[src/rtl/imem_arbiter.sv]
// -----------------------------------------------------------------------------
// imem_arbiter
//
// Arbitrates a single-port instruction memory between the CPU fetch port and
// a debug port. Fetch normally wins, but a debug request that has waited
// MAX_WAIT consecutive cycles takes the next slot so debug cannot starve.
// A RUN/HALT state machine follows dbg_halt_i; in HALT only debug is served.
//
// Grants and the memory command are combinational from the inputs and the
// current state. The response (vld/err/data) follows its grant by exactly one
// cycle, which matches the one-cycle read latency of the external memory.
//
// Ports
//   clk_i, rst_i          clock, asynchronous active-low reset
//   fetch_req_i/addr_i    CPU fetch request and byte address
//   fetch_gnt_o           fetch accepted this cycle (combinational)
//   fetch_vld/err/data_o  fetch response, one cycle after grant
//   stall_o               fetch requested but not granted
//   dbg_req/we/addr/wdata debug access request
//   dbg_halt_i            level request to halt CPU fetch
//   dbg_gnt_o             debug accepted this cycle (combinational)
//   dbg_vld/err/rdata_o   debug response, one cycle after grant
//   halted_o              state machine is in HALT
//   mem_en/we/idx/wdata_o single-port memory command
//   mem_rdata_i           memory read data, valid the cycle after a read
// -----------------------------------------------------------------------------
module imem_arbiter #(
  parameter int DEPTH_WORDS = 32,
  parameter int MAX_WAIT    = 4,
  localparam int IDX_W      = $clog2(DEPTH_WORDS)
) (
  input  logic             clk_i,
  input  logic             rst_i,
  // CPU fetch port
  input  logic             fetch_req_i,
  input  logic [31:0]      fetch_addr_i,
  output logic             fetch_gnt_o,
  output logic             fetch_vld_o,
  output logic             fetch_err_o,
  output logic [31:0]      fetch_data_o,
  output logic             stall_o,
  // debug port
  input  logic             dbg_req_i,
  input  logic             dbg_we_i,
  input  logic [31:0]      dbg_addr_i,
  input  logic [31:0]      dbg_wdata_i,
  input  logic             dbg_halt_i,
  output logic             dbg_gnt_o,
  output logic             dbg_vld_o,
  output logic             dbg_err_o,
  output logic [31:0]      dbg_rdata_o,
  output logic             halted_o,
  // memory command
  output logic             mem_en_o,
  output logic             mem_we_o,
  output logic [IDX_W-1:0] mem_idx_o,
  output logic [31:0]      mem_wdata_o,
  input  logic [31:0]      mem_rdata_i
);

  typedef enum logic {
    ST_RUN  = 1'b0,
    ST_HALT = 1'b1
  } state_t;

  // ---------------------------------------------------------------------------
  // State
  // ---------------------------------------------------------------------------
  state_t     state_q,     state_d;
  logic [3:0] wait_cnt_q,  wait_cnt_d;
  // response pipeline: *_rd_q marks a legal read whose data must be forwarded
  logic       fetch_vld_q, fetch_vld_d;
  logic       fetch_err_q, fetch_err_d;
  logic       fetch_rd_q,  fetch_rd_d;
  logic       dbg_vld_q,   dbg_vld_d;
  logic       dbg_err_q,   dbg_err_d;
  logic       dbg_rd_q,    dbg_rd_d;

  // ---------------------------------------------------------------------------
  // Address decode
  // ---------------------------------------------------------------------------
  function automatic logic addr_legal(input logic [31:0] addr);
    return (addr[1:0] == 2'b00) && ({2'b00, addr[31:2]} < 32'(DEPTH_WORDS));
  endfunction

  logic fetch_ok;
  logic dbg_ok;

  assign fetch_ok = addr_legal(fetch_addr_i);
  assign dbg_ok   = addr_legal(dbg_addr_i);

  // ---------------------------------------------------------------------------
  // Arbitration
  // ---------------------------------------------------------------------------
  logic halted;
  logic dbg_prio;
  logic fetch_gnt;
  logic dbg_gnt;

  assign halted   = (state_q == ST_HALT);
  assign dbg_prio = (wait_cnt_q == 4'(MAX_WAIT));

  // rst_i gates both grants so nothing is accepted while reset is held, even
  // though the grant path itself is purely combinational.
  assign fetch_gnt = rst_i && !halted && fetch_req_i && !(dbg_req_i && dbg_prio);
  // Debug takes any slot fetch did not take; this also guarantees the two
  // grants are mutually exclusive by construction.
  assign dbg_gnt   = rst_i && dbg_req_i && !fetch_gnt;

  assign fetch_gnt_o = fetch_gnt;
  assign dbg_gnt_o   = dbg_gnt;
  assign stall_o     = rst_i && fetch_req_i && !fetch_gnt;

  // ---------------------------------------------------------------------------
  // Memory command. Illegal accesses are granted (so they get an error
  // response) but never reach the memory.
  // ---------------------------------------------------------------------------
  always_comb begin
    mem_en_o    = 1'b0;
    mem_we_o    = 1'b0;
    mem_idx_o   = '0;
    mem_wdata_o = '0;
    if (fetch_gnt && fetch_ok) begin
      mem_en_o  = 1'b1;
      mem_idx_o = fetch_addr_i[IDX_W+1:2];
    end else if (dbg_gnt && dbg_ok) begin
      mem_en_o  = 1'b1;
      mem_we_o  = dbg_we_i;
      mem_idx_o = dbg_addr_i[IDX_W+1:2];
      if (dbg_we_i) begin
        mem_wdata_o = dbg_wdata_i;
      end
    end
  end

  // ---------------------------------------------------------------------------
  // Next-state logic
  // ---------------------------------------------------------------------------
  always_comb begin
    // Both transitions are driven by the level of dbg_halt_i alone.
    state_d = dbg_halt_i ? ST_HALT : ST_RUN;

    wait_cnt_d = wait_cnt_q;
    if (dbg_gnt) begin
      wait_cnt_d = 4'd0;
    end else if (dbg_req_i && (wait_cnt_q < 4'(MAX_WAIT))) begin
      wait_cnt_d = wait_cnt_q + 4'd1;
    end

    fetch_vld_d = fetch_gnt;
    fetch_err_d = fetch_gnt && !fetch_ok;
    fetch_rd_d  = fetch_gnt && fetch_ok;

    dbg_vld_d   = dbg_gnt;
    dbg_err_d   = dbg_gnt && !dbg_ok;
    dbg_rd_d    = dbg_gnt && dbg_ok && !dbg_we_i;
  end

  // ---------------------------------------------------------------------------
  // Registers. Asynchronous reset also drops any pending response, so no
  // vld can appear after reset is released.
  // ---------------------------------------------------------------------------
  always_ff @(posedge clk_i or negedge rst_i) begin
    if (!rst_i) begin
      state_q     <= ST_RUN;
      wait_cnt_q  <= 4'd0;
      fetch_vld_q <= 1'b0;
      fetch_err_q <= 1'b0;
      fetch_rd_q  <= 1'b0;
      dbg_vld_q   <= 1'b0;
      dbg_err_q   <= 1'b0;
      dbg_rd_q    <= 1'b0;
    end else begin
      state_q     <= state_d;
      wait_cnt_q  <= wait_cnt_d;
      fetch_vld_q <= fetch_vld_d;
      fetch_err_q <= fetch_err_d;
      fetch_rd_q  <= fetch_rd_d;
      dbg_vld_q   <= dbg_vld_d;
      dbg_err_q   <= dbg_err_d;
      dbg_rd_q    <= dbg_rd_d;
    end
  end

  // ---------------------------------------------------------------------------
  // Response outputs. Read data is forwarded straight from the memory in the
  // response cycle; writes and illegal accesses return zero.
  // ---------------------------------------------------------------------------
  assign halted_o     = (state_q == ST_HALT);
  assign fetch_vld_o  = fetch_vld_q;
  assign fetch_err_o  = fetch_err_q;
  assign fetch_data_o = fetch_rd_q ? mem_rdata_i : 32'd0;
  assign dbg_vld_o    = dbg_vld_q;
  assign dbg_err_o    = dbg_err_q;
  assign dbg_rdata_o  = dbg_rd_q ? mem_rdata_i : 32'd0;

endmodule

[config.mk]
export PLATFORM = sky130hd
export DESIGN_NAME = imem_arbiter
export DESIGN_NICKNAME = d
export VERILOG_FILES = /design/src/rtl/imem_arbiter.sv
export SDC_FILE = /design/constraint.sdc
export NUM_CORES = 1
export LEC_CHECK = 0
export BUFFER_PORTS_ARGS = -buffer_cell sky130_fd_sc_hd__buf_2
export CAP_MARGIN = 25
export CORE_AREA = 3 3 93 95
export CTS_CLUSTER_DIAMETER = 50
export DETAILED_ROUTE_END_ITERATION = 10
export DIE_AREA = 0 0 96 98
export HOLD_SLACK_MARGIN = 0.05
export MAX_ROUTING_LAYER = met4
export PLACE_DENSITY = 0.7
export SYNTH_ARGS = -nofsm -noshare
export SYNTH_HDL_FRONTEND = slang
export SYNTH_SLANG_ARGS = --single-unit
[constraint.sdc]
create_clock -name clk_i -period 1.7 [get_ports clk_i]
set_input_delay 0.17 -clock clk_i [delete_from_list [all_inputs] [get_ports clk_i]]
set_output_delay 0.17 -clock clk_i [all_outputs]
set_load 0.1 [all_outputs]
==> flow_metrics.tcl, run 1 <==
set metrics [dict create \
    io_buffer_count 244 \
    switching_share_pct 37.0 \
    via_per_inst 4.38 \
    crit_family "compound AO/OA/AOI/OAI gates" \
    grt_pass1_wl_mm 13.2 \
    seqPwrFrac_pct 27.9 \
    routedWlPerCell_um 16.3 \
    placementRows 32 \
    fp.dieH_um 98 \
    ios 245 \
    r2r_slack_ns -0.10 \
    cts_made_buffers 3 \
    ant_nets 0 \
    power.density_nw_per_um2 248 \
    cp.required_ns 1.53 \
    cts.path.max_buffers 2 \
    place_congestion 0.802 \
    slew_headroom_pct 61.4 \
    synth_area_um2 1380 \
    stdcell_count 538 \
    power_switching_w 0.000435 \
    ys_types 27 \
    fp.dieArea_um2 9410 \
    synth.avg_cell_area_um2 7.80 \
    outcome "complete, but fails checks" \
    clkTransAtPathRegs_ns 0.05 \
    p_leak_nw 2.18 \
    diodes 0 \
    first_iter_violations 23 \
    fmax_mhz 452 \
    place_inst 530 \
    area_growth_pct 243 \
    dr.pass1.iters 4 \
    syn-num-nets 313 \
    finalClockSkew_ns 0.00180 \
    critPathSlowestCell "dfrtp_1" \
    ys_seq_elements 11 \
    grt_pass1_vias 2627 \
    hpwl_mm 7.69 \
    drive_gt1_share_pct 74.3 \
    cts_root_buf "clkbuf_8" \
    min_path_type "primary input to register" \
    max_stage_delay_ns 0.37 \
    finalSetupViolCount 46 \
    cp-end-kind "primary output" \
    violations "negative setup slack" \
    netlist.top_cell.by_area "and2_1" \
    cp_max_fo 7 \
    wirelength_mm 8.75 \
    power.share.clock_pct 22.3 \
    seq_area_frac_synth_pct 19.9 \
    nFillCells 610 \
    max_cap_violations 0 \
    drcViolationCount 0 \
    antenna_found_initial 0 \
    fin_crit_sh_pct 130 \
    final_cell_mix "138 x buf_2, 106 x buf_12, 71 x and2_1, 32 x and3_4, 20 x buf_4" \
    gr-usage-all-layers_pct 18.1 \
    fin_crit_ns 2.21 \
    htree_levels 1 \
    clk_latency_ns 0.24 \
    overflow 0 \
    synth_enable_flop_cells 0 \
    coreArea_um2 7810 \
    power_frac_comb_pct 49.8 \
    cts_tree "done" \
    yosys_warnings 0 \
    crit_buf_inv 3 \
    tightest_slew_ns 0.579 \
    worstSetupPathType "register to primary output" \
    arrival_ns 2.04 \
    cts.sinks 11 \
    multiInputGateArea_um2 1270 \
    grt_max_degree 35 \
    chipWidth_um 96 \
    setup_slack_ns -0.513 \
    syn_inst 177 \
    nets 573 \
    finalSetupTns_ns -19.48 \
    vdd_drop_max_uv 591 \
    initial_utilization_pct 17.7 \
    synth_ff_type "dfrtp_1" \
    final_common_cell "buf_2" \
    p_int_w 0.000740 \
    synth.area.top_cells "and2_1 33%, dfrtp_1 20%, and3_1 13%" \
    crit_path_frequent_cell "inv_2" \
    finalHoldViolCount 0 \
    path_cells "inv_2 > ha_4 > and3b_2 > o311ai_4 > inv_2 > a32o_4 > buf_12" \
    crit_path_start_kind "register" \
    rsz0062_at_grt "true" \
    yosysTopAreaCellShare_pct 32.6 \
    via_count 2355 \
    async_flop_share_pct 100 \
    finalMaxSlewViolations 0 \
    seq_area_um2 279 \
]
-- cell usage after synthesis (3+ instances only) --
master	count
clkbuf_1	9
nor2_1	8
inv_1	3
buf_6	3
dfrtp_1	11
and3_1	28
a32o_1	5
nor4_1	9
and3_2	4
and2_1	72
nor4_2	4
-- worst min-delay path, delay by kind of cell --
family                 cells  cell delay, ns
AO/OA/AOI/OAI              1            0.10
buffers and inverters      1            0.13
AND/OR/NAND/NOR            1            0.07
-- timing repair --
| action | CTS | global route |
|---|---|---|
| endpoints found under the hold margin | 12 | 0 |
| buffers inserted | 2 | 0 |
| pin swaps | 7 | 15 |
| hold buffers | 2 | 0 |
| gates resized for setup | 9 | 4 |
| endpoints found under the setup margin | 42 | 46 |
-- power groups by stage --
stage / clock (W) / combinational (W) / sequential, W
after global placement: 0 / 0.000513 / 0.000323
after CTS: 0.000264 / 0.000557 / 0.000325
after global routing: 0.000286 / 0.000635 / 0.000332
after floorplan: 0 / 0.000182 / 0.000389
final: 0.000262 / 0.000586 / 0.000328
after detailed placement: 0 / 0.000536 / 0.000328
-- path summary, 6_finish.rpt --
check,start,endpoint,depth (start not counted)
hold / removal,dbg_req_i,dbg_rd_q$_DFF_PN0_,3
hold reg to reg,wait_cnt_q[2]$_DFFE_PN0P_,wait_cnt_q[2]$_DFFE_PN0P_,3
max in group asynchronous,rst_i,wait_cnt_q[0]$_DFFE_PN0P_,3
min in group asynchronous,rst_i,dbg_err_o$_DFF_PN0_,2
setup / recovery,wait_cnt_q[1]$_DFFE_PN0P_,mem_idx_o[3],7
setup reg to reg,wait_cnt_q[1]$_DFFE_PN0P_,wait_cnt_q[1]$_DFFE_PN0P_,8
-- layer usage --
metal	vias to the layer above	GRT usage (%)	routed length (um)
met5	-	-	0
met4	0	4.27	170
met3	12	3.54	852
met2	153	36.5	4990
met1	1057	16.7	2740
li1	1133	-	-
-- cell type report --
cell class | instances | share of cell area (%)
Tap cell | 102 | 2.69
Timing Repair Buffer | 267 | 63.2
Inverter | 4 | 0.317
Clock buffer | 4 | 0.951
Multi-Input combinational cell | 150 | 26.9
Sequential cell | 11 | 5.89
-- sequential cells by signal, indices dropped and copies added (netlist names) --
signal,count
fetch_vld_o,1
fetch_err_o,1
dbg_vld_o,1
dbg_err_o,1
fetch_rd_q,1
dbg_rd_q,1
wait_cnt_q,4
halted_o,1
-- kinds of logic (layout without fill, tap and decap cells) --
family / count (synthesis) / count (layout) / share of synthesized area (%)
AND/OR/NAND/NOR: 137 / 137 / 63.7
AO/OA/AOI/OAI: 10 / 10 / 7.89
buffers and inverters: 16 / 275 / 5.98
adder cells (fa/ha/maj): 2 / 2 / 1.81
XOR/XNOR: 1 / 1 / 0.635
flip-flops: 11 / 11 / 19.9
-- metrics by stage --
stage	instance area (um2)	util, %	total power (W)	setup slack, ns	hold WS, ns
4_1_cts	4720	60.5	0.00115	-0.501	0.271
6_report	4740	60.7	0.00118	-0.513	0.280
3_5_place_dp	4610	59.1	0.000864	-0.260	0.0123
2_1_floorplan	1620	-	0.000571	-0.837	-0.126
3_3_place_gp	4610	59.1	0.000836	-0.216	0.0136
5_1_grt	4740	60.7	0.00125	-0.590	0.285
Power figures use the tool's default switching activity.
==> run 2: changes to the inputs <==
Settings changed: CELL_PAD_IN_SITES_DETAIL_PLACEMENT from default to 0, CELL_PAD_IN_SITES_GLOBAL_PLACEMENT from default to 1, CORE_AREA 3 3 93 95 to default, CORE_MARGIN from default to 3, CORE_UTILIZATION from default to 16, DIE_AREA 0 0 96 98 to default, PLACE_DENSITY 0.7 to 0.95.
Clock period 1.7 ns to 2.8 ns, I/O delays scaled along.
==> run 2 against run 1 <==
  * The flow now finishes without violations
  * Via count down 8.1%
  * Clock skew up 0.0012 ns
  * Sequential power down 37%
  * Clock-buffer cell count unchanged
  * Critical endpoint is now mem_idx_o[1]
  * Largest power group unchanged
==> flow_metrics.tcl, run 2 (synthesis gave the netlist of run 1 again) <==
set metrics [dict create \
    outcome "finished, final reports clean" \
    overflow 0 \
    drive_gt1_share_pct 65.0 \
    grt_max_degree 35 \
    slew_headroom_pct 53.3 \
    max_cap_violations 0 \
    grt_pass1_vias 2108 \
    cp_max_fo 10 \
    ant_nets 0 \
    largest_reg_flops 4 \
    via_per_inst 4.15 \
    postCtsHoldBufs 1 \
    drcViolationCount 0 \
    wirelength_mm 7.21 \
    gr-usage-all-layers_pct 13.4 \
    r2r_slack_ns 1.11 \
    io_buffer_count 244 \
    cts_tree "done" \
    vdd_drop_max_uv 349 \
    chipWidth_um 98.9 \
    final_cell_mix "210 x buf_2, 72 x and2_1, 34 x buf_12, 28 x and3_1, 10 x dfrtp_1" \
    nFillCells 825 \
    cp-end-kind "primary output" \
    cts.sinks 11 \
    arrival_ns 2.33 \
    fmax_mhz 383 \
    worstSetupPathType "register to primary output" \
    antenna_found_initial 0 \
    post_cts_resize_count 0 \
    cp.required_ns 2.52 \
    finalHoldViolCount 0 \
    ios 245 \
    setup_slack_ns 0.190 \
    htree_levels 1 \
    clkTransAtPathRegs_ns 0.05 \
    largest_register "wait_cnt_q" \
    diodes 0 \
    grt_pass1_wl_mm 10.5 \
    crit_path_start_kind "register" \
    final_common_cell "buf_2" \
    min_to "halted_o$_DFF_PN0_" \
    fin_crit_sh_pct 93.2 \
    hpwl_mm 6.44 \
    cts_made_buffers 3 \
    reg2reg_from "wait_cnt_q[0]$_DFFE_PN0P_" \
    holdPathStages 1 \
    fp.dieH_um 98.9 \
    area_growth_pct 141 \
    placementRows 33 \
    cts_setup_buffers 0 \
    r2r_end "wait_cnt_q[0]$_DFFE_PN0P_" \
    reg2reg_depth 6 \
    finalSetupViolCount 0 \
    cts_root_buf "clkbuf_8" \
    power.density_nw_per_um2 189 \
    clk_latency_ns 0.24 \
    p_leak_nw 1.96 \
    place_congestion 0.788 \
    routedWlPerCell_um 13.8 \
    min_path_type "primary input to register" \
    fin_crit_ns 2.61 \
    hold_start "dbg_halt_i" \
    first_iter_violations 34 \
    fp.dieArea_um2 9780 \
    nets 554 \
    finalSetupTns_ns 0 \
    dr.pass1.iters 4 \
    via_count 2165 \
    finalClockSkew_ns 0.00303 \
    pre_cts_ws_ns 0.449 \
    cts.path.max_buffers 2 \
    rsz0062_at_grt "false" \
    coreArea_um2 8300 \
    tightest_slew_ns 0.701 \
    initial_utilization_pct 16.6 \
    finalMaxSlewViolations 0 \
]
==> run 2: cell count changes in the layout (fill, tap and decap cells not counted), moves of 4 or more <==
| cell | change |
|---|---|
| and3_1 | +28 |
| buf_12 | -72 |
| buf_2 | +72 |
| buf_4 | -17 |
| and3_2 | +4 |
| and3_4 | -32 |
==> run 2: area by class of cell <==
cell class	instances	area (um2)	area share (%)
Timing Repair Buffer	248	1760	53.0
Multi-Input combinational cell	150	1090	32.9
Sequential cell	11	277	8.31
Tap cell	105	131	3.95
Clock buffer	4	45.0	1.35
Inverter	4	15.0	0.451
==> run 2: how the worst max path moves through the flow <==
stage                                   start           end  slack, ns  cells past startpoint
global placement    wait_cnt_q[0]$_DFFE_PN0P_  mem_idx_o[2]       0.46                      7
global route        wait_cnt_q[0]$_DFFE_PN0P_  mem_idx_o[4]       0.07                      7
detailed placement  wait_cnt_q[0]$_DFFE_PN0P_  mem_idx_o[1]       0.45                      7
floorplan                  halted_o$_DFF_PN0_  mem_idx_o[0]       0.13                      3
CTS                 wait_cnt_q[0]$_DFFE_PN0P_  mem_idx_o[1]       0.18                      7
finish              wait_cnt_q[0]$_DFFE_PN0P_  mem_idx_o[1]       0.19                      7
==> run 2: where the power goes <==
group / switching [W] / internal [W]
Sequential: 0.0000233 / 0.000183
Clock: 0.0000575 / 0.0000998
Combinational: 0.000151 / 0.000114
Total: 0.000232 / 0.000397
==> run 2: layer usage <==
metal	vias to the layer above	part of all wire [%]	global-route usage, %
met5	-	0	-
met4	0	0.29	0.945
met3	4	9.1	2.69
met2	120	52	24.3
met1	952	38	16.0
li1	1089	-	-
==> run 2: metrics by stage <==
stage	cells	utilization (%)	total power [W]	cell area (um2)	hold WS, ns
6_report	522	40.1	0.000629	3330	0.150
2_1_floorplan	177	-	0.000342	1450	-0.0156
5_1_grt	522	40.1	0.000672	3330	0.144
4_1_cts	522	40.1	0.000635	3330	0.144
3_5_place_dp	517	39.4	0.000474	3270	0.245
3_3_place_gp	517	39.4	0.000464	3270	0.252
==> run 2: worst max-delay path, stage by stage (launching register included) <==
cell      delay (ns)
dfrtp_1         0.38
inv_1           0.06
ha_1            0.23
and3b_1         0.20
o311ai_4        0.38
inv_2           0.21
a32o_4          0.33
buf_2           0.29
==> run 3: changes to the inputs <==
Settings changed: PLACE_DENSITY 0.95 to default, PLACE_DENSITY_LB_ADDON from default to 0.1.
==> run 3 against run 2 <==
  * Highest routed layer unchanged
  * Sequential power barely moved
  * First-iteration DRC count is 35% lower
  * Fmax grew 0.62%
  * Combinational power shrank 2%
  * Worst hold slack improved by 0.0020 ns
  * Critical endpoint is now mem_wdata_o[26]
  * Clock-buffer cell count unchanged
  * Routed wire length rose by 3.7%
==> flow_metrics.tcl, run 3 (synthesis gave the netlist of run 1 again) <==
set metrics [dict create \
    outcome "finished, final reports clean" \
    via_per_inst 4.20 \
    finalClockSkew_ns 0.00165 \
    fmax_mhz 386 \
    vdd_drop_max_uv 185 \
    htree_levels 1 \
    routedWlPerCell_um 14.3 \
    overflow 0 \
    cts_made_buffers 3 \
    nFillCells 873 \
    initial_utilization_pct 16.6 \
    hpwl_mm 6.65 \
    holdPathStages 1 \
    cts_setup_buffers 0 \
    cp.required_ns 2.52 \
    worstSetupPathType "primary input to primary output" \
    area_growth_pct 142 \
    max_cap_violations 0 \
    slew_headroom_pct 53.2 \
    chipWidth_um 98.9 \
    clk_latency_ns 0.23 \
    grt_pass1_wl_mm 10.9 \
    drcViolationCount 0 \
    finalMaxSlewViolations 0 \
    finalSetupViolCount 0 \
    cts_tree "done" \
    final_cell_mix "210 x buf_2, 72 x and2_1, 34 x buf_12, 28 x and3_1, 10 x dfrtp_1" \
    place_congestion 0.804 \
    nets 556 \
    postPlaceCellArea_um2 3290 \
    diodes 0 \
    fp.dieArea_um2 9780 \
    grt_pass1_vias 2184 \
    fin_crit_sh_pct 92.6 \
    p_leak_nw 1.97 \
    coreArea_um2 8300 \
    cp_max_fo 34 \
    reg2reg_depth 6 \
    arrival_ns 2.31 \
    antenna_found_initial 0 \
    r2r_slack_ns 1.18 \
    via_count 2201 \
    gr-usage-all-layers_pct 14.2 \
    clkTransAtPathRegs_ns 0.05 \
    placementRows 33 \
    grt_max_degree 35 \
    cts.path.max_buffers 2 \
    largest_register "wait_cnt_q" \
    r2r_end "wait_cnt_q[2]$_DFFE_PN0P_" \
    min_to "halted_o$_DFF_PN0_" \
    finalHoldViolCount 0 \
    cts_root_buf "clkbuf_8" \
    ant_nets 0 \
    final_common_cell "buf_2" \
    cts.sinks 11 \
    reg2reg_from "wait_cnt_q[0]$_DFFE_PN0P_" \
    ios 245 \
    place_inst 519 \
    fp.dieH_um 98.9 \
    stdcell_count 524 \
    finalSetupTns_ns 0 \
    final_area_um2 3340 \
    drive_gt1_share_pct 65.2 \
    hold_start "dbg_halt_i" \
    min_path_type "primary input to register" \
    tightest_slew_ns 0.703 \
    rsz0062_at_grt "false" \
    first_iter_violations 22 \
    dr.pass1.iters 4 \
    power.density_nw_per_um2 186 \
    io_buffer_count 244 \
    cp-end-kind "primary output" \
    crit_path_start_kind "primary input" \
    wirelength_mm 7.48 \
    largest_reg_flops 4 \
    fin_crit_ns 2.59 \
]
## run 3: changes by cell type in the layout (fill, tap and decap cells not counted), sizes merged
| cell | previous run | this run |
|---|---|---|
| buf | 247 | 249 |
## run 3: worst max-delay path, cell delays in order
cell           delay [ns]
dlygate4sd3_1        0.52
buf_2                0.20
buf_4                0.20
o311ai_4             0.16
nor3_4               0.19
buf_4                0.30
and3_1               0.26
buf_12               0.19
## run 3: what timing repair did
item,in CTS,in global routing
hold endpoints to repair,5,0
hold buffers,1,0
gates resized for setup,0,0
## run 3: final cells by class
cell class                 instances  area, um2  area share (%)
clock buffer                       4       45.0            1.35
inverter                           4       15.0           0.449
tap                              105        131            3.93
timing repair buffer             250       1780            53.3
multi-input combinational        150       1090            32.7
sequential                        11        277            8.28
## run 3: how the worst max path moves through the flow
stage                                   start              end  slack [ns]  cells after the start
CTS                                     rst_i  mem_wdata_o[26]        0.19                      8
global route                            rst_i  mem_wdata_o[28]        0.08                      8
finish                                  rst_i  mem_wdata_o[26]        0.21                      8
global placement    wait_cnt_q[0]$_DFFE_PN0P_     mem_idx_o[4]        0.52                      7
floorplan                  halted_o$_DFF_PN0_     mem_idx_o[0]        0.13                      3
detailed placement  wait_cnt_q[0]$_DFFE_PN0P_     mem_idx_o[1]        0.50                      7
## run 3: routing by layer
layer	up-vias	global-route usage, %	share of wire, %
met5	-	-	0
met4	0	1.58	0.39
met3	4	4.67	13
met2	151	27.0	53
met1	949	14.5	34
li1	1097	-	-
## run 3: stage by stage
stage | utilization, % | power (W) | setup WS [ns] | hold slack (ns)
floorplan | - | 0.000342 | 0.129 | -0.0156
global placement | 39.6 | 0.000466 | 0.522 | 0.117
detailed placement | 39.6 | 0.000470 | 0.497 | 0.124
CTS | 40.3 | 0.000630 | 0.191 | 0.145
global route | 40.3 | 0.000666 | 0.0836 | 0.148
finish | 40.3 | 0.000620 | 0.206 | 0.152
## run 3: report_power, final
part           leakage [nW]  internal (W)  switching, W
Sequential            0.144      0.000183     0.0000217
Clock                0.0228     0.0000996     0.0000553
Combinational          1.81      0.000114      0.000146
Total                  1.97      0.000397      0.000223
